--- config.mk ---
export PLATFORM = sky130hd
export DESIGN_NAME = traffic_ctrl
export DESIGN_NICKNAME = d
export VERILOG_FILES = /design/src/rtl/traffic_ctrl.sv
export SDC_FILE = /design/constraint.sdc
export NUM_CORES = 1
export LEC_CHECK = 0
export CELL_PAD_IN_SITES_DETAIL_PLACEMENT = 0
export CELL_PAD_IN_SITES_GLOBAL_PLACEMENT = 1
export CORE_MARGIN = 5
export CORE_UTILIZATION = 25
export DETAILED_ROUTE_END_ITERATION = 6
export PLACE_DENSITY = 0.5
export SYNTH_ARGS = -nofsm -noshare
export SYNTH_HDL_FRONTEND = slang
export SYNTH_SLANG_ARGS = --single-unit
--- constraint.sdc ---
create_clock -name clk -period 5.2 [get_ports clk]
set_input_delay 1.3 -clock clk [delete_from_list [all_inputs] [get_ports clk]]
set_output_delay 1.3 -clock clk [all_outputs]
set_load 0.01 [all_outputs]
--- src/rtl/traffic_ctrl.sv ---
// Traffic light controller: timed vehicle phases, a pedestrian walk phase
// inserted after amber on request, and a flashing-amber fault mode.
// All outputs are registered and decoded from the next state only.
module traffic_ctrl #(
  parameter int CNT_W      = 8,
  parameter int T_RED      = 4,
  parameter int T_RA       = 2,
  parameter int T_GREEN    = 6,
  parameter int T_AMBER    = 2,
  parameter int T_WALK     = 4,
  parameter int FLASH_HALF = 2
) (
  input  logic       clk,
  input  logic       rst_n,
  input  logic       en,
  input  logic       flash,
  input  logic       ped_req,
  output logic       ped_ack,
  output logic       red,
  output logic       amber,
  output logic       green,
  output logic       walk,
  output logic [2:0] phase
);

  typedef enum logic [2:0] {
    ST_RED       = 3'd0,
    ST_RED_AMBER = 3'd1,
    ST_GREEN     = 3'd2,
    ST_AMBER     = 3'd3,
    ST_WALK      = 3'd4,
    ST_FLASH_ON  = 3'd5,
    ST_FLASH_OFF = 3'd6,
    ST_ILLEGAL   = 3'd7
  } state_t;

  // Timer reload values: a phase of T cycles counts T-1 down to 0.
  localparam logic [CNT_W-1:0] LD_RED     = CNT_W'(T_RED - 1);
  localparam logic [CNT_W-1:0] LD_RA      = CNT_W'(T_RA - 1);
  localparam logic [CNT_W-1:0] LD_GREEN   = CNT_W'(T_GREEN - 1);
  localparam logic [CNT_W-1:0] LD_AMBER   = CNT_W'(T_AMBER - 1);
  localparam logic [CNT_W-1:0] LD_WALK    = CNT_W'(T_WALK - 1);
  localparam logic [CNT_W-1:0] LD_FLASH   = CNT_W'(FLASH_HALF - 1);
  localparam logic [CNT_W-1:0] TIMER_ZERO = CNT_W'(0);
  localparam logic [CNT_W-1:0] TIMER_ONE  = CNT_W'(1);

  // Lamp pattern {red, amber, green, walk} for a state; anything
  // unrecognised shows red, the safe aspect.
  function automatic logic [3:0] lamp_decode(input state_t st);
    logic [3:0] lamps;
    case (st)
      ST_RED:       lamps = 4'b1000;
      ST_RED_AMBER: lamps = 4'b1100;
      ST_GREEN:     lamps = 4'b0010;
      ST_AMBER:     lamps = 4'b0100;
      ST_WALK:      lamps = 4'b1001;
      ST_FLASH_ON:  lamps = 4'b0100;
      ST_FLASH_OFF: lamps = 4'b0000;
      default:      lamps = 4'b1000;
    endcase
    return lamps;
  endfunction

  state_t           state_r;
  state_t           state_nxt_s;
  state_t           adv_state_s;
  logic [CNT_W-1:0] timer_r;
  logic [CNT_W-1:0] timer_nxt_s;
  logic [CNT_W-1:0] adv_load_s;
  logic             pend_r;
  logic             pend_nxt_s;
  logic             accept_s;
  logic             in_flash_s;
  logic             ped_ack_r;
  logic [3:0]       lamps_r;
  logic [2:0]       phase_r;

  // Successor state and its dwell reload, used when the current dwell expires.
  always_comb begin
    adv_state_s = ST_RED;
    adv_load_s  = LD_RED;
    case (state_r)
      ST_RED:       begin adv_state_s = ST_RED_AMBER; adv_load_s = LD_RA;    end
      ST_RED_AMBER: begin adv_state_s = ST_GREEN;     adv_load_s = LD_GREEN; end
      ST_GREEN:     begin adv_state_s = ST_AMBER;     adv_load_s = LD_AMBER; end
      ST_AMBER: begin
        if (pend_r) begin
          adv_state_s = ST_WALK;
          adv_load_s  = LD_WALK;
        end else begin
          adv_state_s = ST_RED;
          adv_load_s  = LD_RED;
        end
      end
      ST_WALK:      begin adv_state_s = ST_RED;       adv_load_s = LD_RED;   end
      ST_FLASH_ON:  begin adv_state_s = ST_FLASH_OFF; adv_load_s = LD_FLASH; end
      ST_FLASH_OFF: begin adv_state_s = ST_FLASH_ON;  adv_load_s = LD_FLASH; end
      default:      begin adv_state_s = ST_RED;       adv_load_s = LD_RED;   end
    endcase
  end

  // Next state and timer: illegal-code recovery, then flash entry/exit,
  // then the enabled dwell countdown; en=0 freezes everything else.
  always_comb begin
    state_nxt_s = state_r;
    timer_nxt_s = timer_r;
    in_flash_s  = (state_r == ST_FLASH_ON) || (state_r == ST_FLASH_OFF);
    if (state_r == ST_ILLEGAL) begin
      state_nxt_s = ST_RED;
      timer_nxt_s = LD_RED;
    end else if (flash && !in_flash_s) begin
      state_nxt_s = ST_FLASH_ON;
      timer_nxt_s = LD_FLASH;
    end else if (!flash && in_flash_s) begin
      state_nxt_s = ST_RED;
      timer_nxt_s = LD_RED;
    end else if (en) begin
      if (timer_r == TIMER_ZERO) begin
        state_nxt_s = adv_state_s;
        timer_nxt_s = adv_load_s;
      end else begin
        state_nxt_s = state_r;
        timer_nxt_s = timer_r - TIMER_ONE;
      end
    end else begin
      state_nxt_s = state_r;
      timer_nxt_s = timer_r;
    end
  end

  // Pedestrian request bookkeeping: accept only when nothing is pending and
  // the walk phase is neither active nor about to start; walk entry clears it.
  always_comb begin
    accept_s   = ped_req && !pend_r && (state_r != ST_WALK) && (state_nxt_s != ST_WALK);
    pend_nxt_s = pend_r;
    if ((state_nxt_s == ST_WALK) && (state_r != ST_WALK)) begin
      pend_nxt_s = 1'b0;
    end else if (accept_s) begin
      pend_nxt_s = 1'b1;
    end else begin
      pend_nxt_s = pend_r;
    end
  end

  // State, timer, pending flag and registered Moore outputs.
  always_ff @(posedge clk or negedge rst_n) begin
    if (!rst_n) begin
      state_r   <= ST_RED;
      timer_r   <= LD_RED;
      pend_r    <= 1'b0;
      ped_ack_r <= 1'b0;
      lamps_r   <= 4'b1000;
      phase_r   <= 3'd0;
    end else begin
      state_r   <= state_nxt_s;
      timer_r   <= timer_nxt_s;
      pend_r    <= pend_nxt_s;
      ped_ack_r <= accept_s;
      lamps_r   <= lamp_decode(state_nxt_s);
      phase_r   <= state_nxt_s;
    end
  end

  assign red     = lamps_r[3];
  assign amber   = lamps_r[2];
  assign green   = lamps_r[1];
  assign walk    = lamps_r[0];
  assign phase   = phase_r;
  assign ped_ack = ped_ack_r;

endmodule

==> results_dict.tcl <==
set metrics [dict create \
    synth.area.top_cells "dfrtp_1 (34%), dfstp_2 (7.6%), ha_1 (3.6%)" \
    stdcell_count 173 \
    finalCritPeriodShare 0.561 \
    ioPinCount 13 \
    h-tree-depth 1 \
    irDropWorstVdd_mv 0.253 \
    crit_path_top_delay_cell "clkdlybuf4s50_1" \
    wire_per_inst_um 14.4 \
    finalMaxSlewViolations 0 \
    cts_max_path_buffers 2 \
    fin_area_mm2 0.00124 \
    end_kind "register" \
    synthToLayoutAreaGrowth_pct 19.6 \
    p_per_area_mw_per_mm2 665 \
    hold_class "reg2reg" \
    synthCells 110 \
    postCtsSetupRepairBufs 0 \
    cts_resized 0 \
    grt_pass1_vias 910 \
    grt.busiest_layer "met2" \
    fin_skew_ns 0.00338 \
    vias 878 \
    ctsHoldBuffers 0 \
    path_max_fanout 5 \
    cts_tree "done" \
    holdCritStartpoint "pend_r" \
    synth_nets 118 \
    timing.hold.ws_ns 0.460 \
    grt_max_degree 18 \
    setup_viol 0 \
    rr_startpoint "phase[0]" \
    dp.cells 169 \
    fin_ws_ns 2.28 \
    nets 132 \
    tns_ns 0 \
    overflow 0 \
    cts_buffers 3 \
    fp-row-count 23 \
    core_mm2 0.00403 \
    synth.largest_area_cell "dfrtp_1" \
    ys_warn_count 0 \
    synth-seq-cells 17 \
    p_total_mw 0.827 \
    final_cell_mix "dfrtp_1 (14), clkdlybuf4s50_1 (12), nor2_1 (9), nand2_1 (7), o21ai_1 (7)" \
    leakagePower_nw 0.507 \
    slowest_delay_ns 0.49 \
    via_per_inst 5.08 \
    yosys.area.top_type_share 0.337 \
    grt_setup_unrepaired "false" \
    dieArea_mm2 0.00555 \
    cp_cell_sequence "clkdlybuf4s50_1, inv_1, ha_1, a311o_1, a31o_4, nor2_4, nand3_1, o21ai_1" \
    slew_headroom 0.475 \
    startpoint_type "primary input" \
    utilization 0.309 \
    place.gp.congestion 0.780 \
    grt_usage 0.101 \
    dp_slack_ns 2.01 \
    worstSetupPathType "in2reg" \
    grt_pass1_wl_um 4200 \
    synth-edff-count 0 \
    finalHoldViolations 0 \
    port_buffers 12 \
    arrival_ns 3.10 \
    routed_wl_um 2490 \
    start_util 0.258 \
    final_common_cell "dfrtp_1" \
    cts_root_buffer "clkbuf_8" \
    cts_sinks 17 \
    fin_crit_ns 2.92 \
    place_area_mm2 0.00120 \
    synth.avg_cell_area_um2 9.46 \
    ys_seq_area_frac 0.412 \
    use_met3 0.0432 \
    async_reset_ff_frac 1.00 \
    clock.fmax_mhz 343 \
    dr.pass1.iters 4 \
    drtAntennaViolNets 0 \
    dp_hpwl_um 1900 \
    diodes 0 \
    die_y_um 74.5 \
    first_iter_violations 45 \
    required_ns 5.39 \
    worst_slew_pin_slew_ns 0.785 \
    use_met2 0.160 \
    met1_usage 0.121 \
    synth_ff_type "dfrtp_1" \
    clock_latency_ns 0.26 \
    worstSetupStartpoint "flash" \
    synth.distinct_cells 42 \
    die_x_um 74.5 \
    status "completed" \
    antenna_found_initial 0 \
    path_clk_slew_ns 0.07 \
    drc 0 \
    layout-drive-gt1-share 0.130 \
    syn_area_mm2 0.00104 \
    cap_violations 0 \
]
==> critical path, delay by kind of cell <==
family                     cells  cell delay [ns]
AOI/OAI and AO/OA              3             0.81
buffers and inverters          2             0.54
adders and majority gates      1             0.26
and+or+nand+nor                2             0.19
==> power by group <==
part           leakage [nW]  internal [mW]  switching (mW)
registers             0.212          0.196          0.0693
logic                 0.273          0.205           0.252
clock network        0.0217         0.0540          0.0500
==> registers in the layout, summed over array words and instances, names as in the netlist <==
signal,count
lamps_r,4
ped_ack,1
pend_r,1
phase,3
timer_r,8
==> cells in the mapped netlist (all sizes together), types with 2 or more instances <==
| library cell | number |
|---|---|
| a211oi | 4 |
| a21oi | 5 |
| and2 | 2 |
| and3 | 2 |
| buf | 3 |
| dfrtp | 14 |
| dfstp | 3 |
| ha | 3 |
| inv | 5 |
| nand2 | 7 |
| nand2b | 2 |
| nand3 | 6 |
| nor2 | 12 |
| nor2b | 2 |
| nor3 | 3 |
| nor3b | 6 |
| o211ai | 2 |
| o21ai | 12 |
| or2 | 2 |
==> kinds of logic after synthesis <==
logic type	Yosys count	synth area share
and+or+nand+nor	47	0.268
AOI/OAI and AO/OA	33	0.221
DFF	17	0.412
buffers and inverters	8	0.0445
adders and majority gates	3	0.0361
xor gates and xnor gates	1	0.00841
muxes	1	0.00962
==> final cells by class <==
| cell class | count | area (µm²) |
|---|---|---|
| fill | 434 | 2780 |
| multi-input combinational | 85 | 566 |
| sequential | 17 | 429 |
| timing repair buffer | 12 | 120 |
| tap | 50 | 62.6 |
| clock buffer | 3 | 41.3 |
| inverter | 5 | 18.8 |
| clock inverter | 1 | 7.51 |
==> worst paths after layout <==
check	end	slack, ns	depth (start not counted)
worst max-delay path	timer_r[7]	2.28	8
worst min-delay path	ped_ack	0.46	1
worst max register to register	lamps_r[0]	2.92	9
worst min register to register	ped_ack	0.46	1
max in group asynchronous	timer_r[2]	3.21	1
min in group asynchronous	lamps_r[1]	1.50	1
==> layer usage <==
layer  routed length (µm)  vias up  part of all wire
li1                     -      432                 -
met1                 1200      431              0.48
met5                    0        -                 0
met4                   36        0             0.014
met2                 1130       11              0.45
met3                  131        4             0.053
Note: power is estimated with default switching activity, not from simulation.
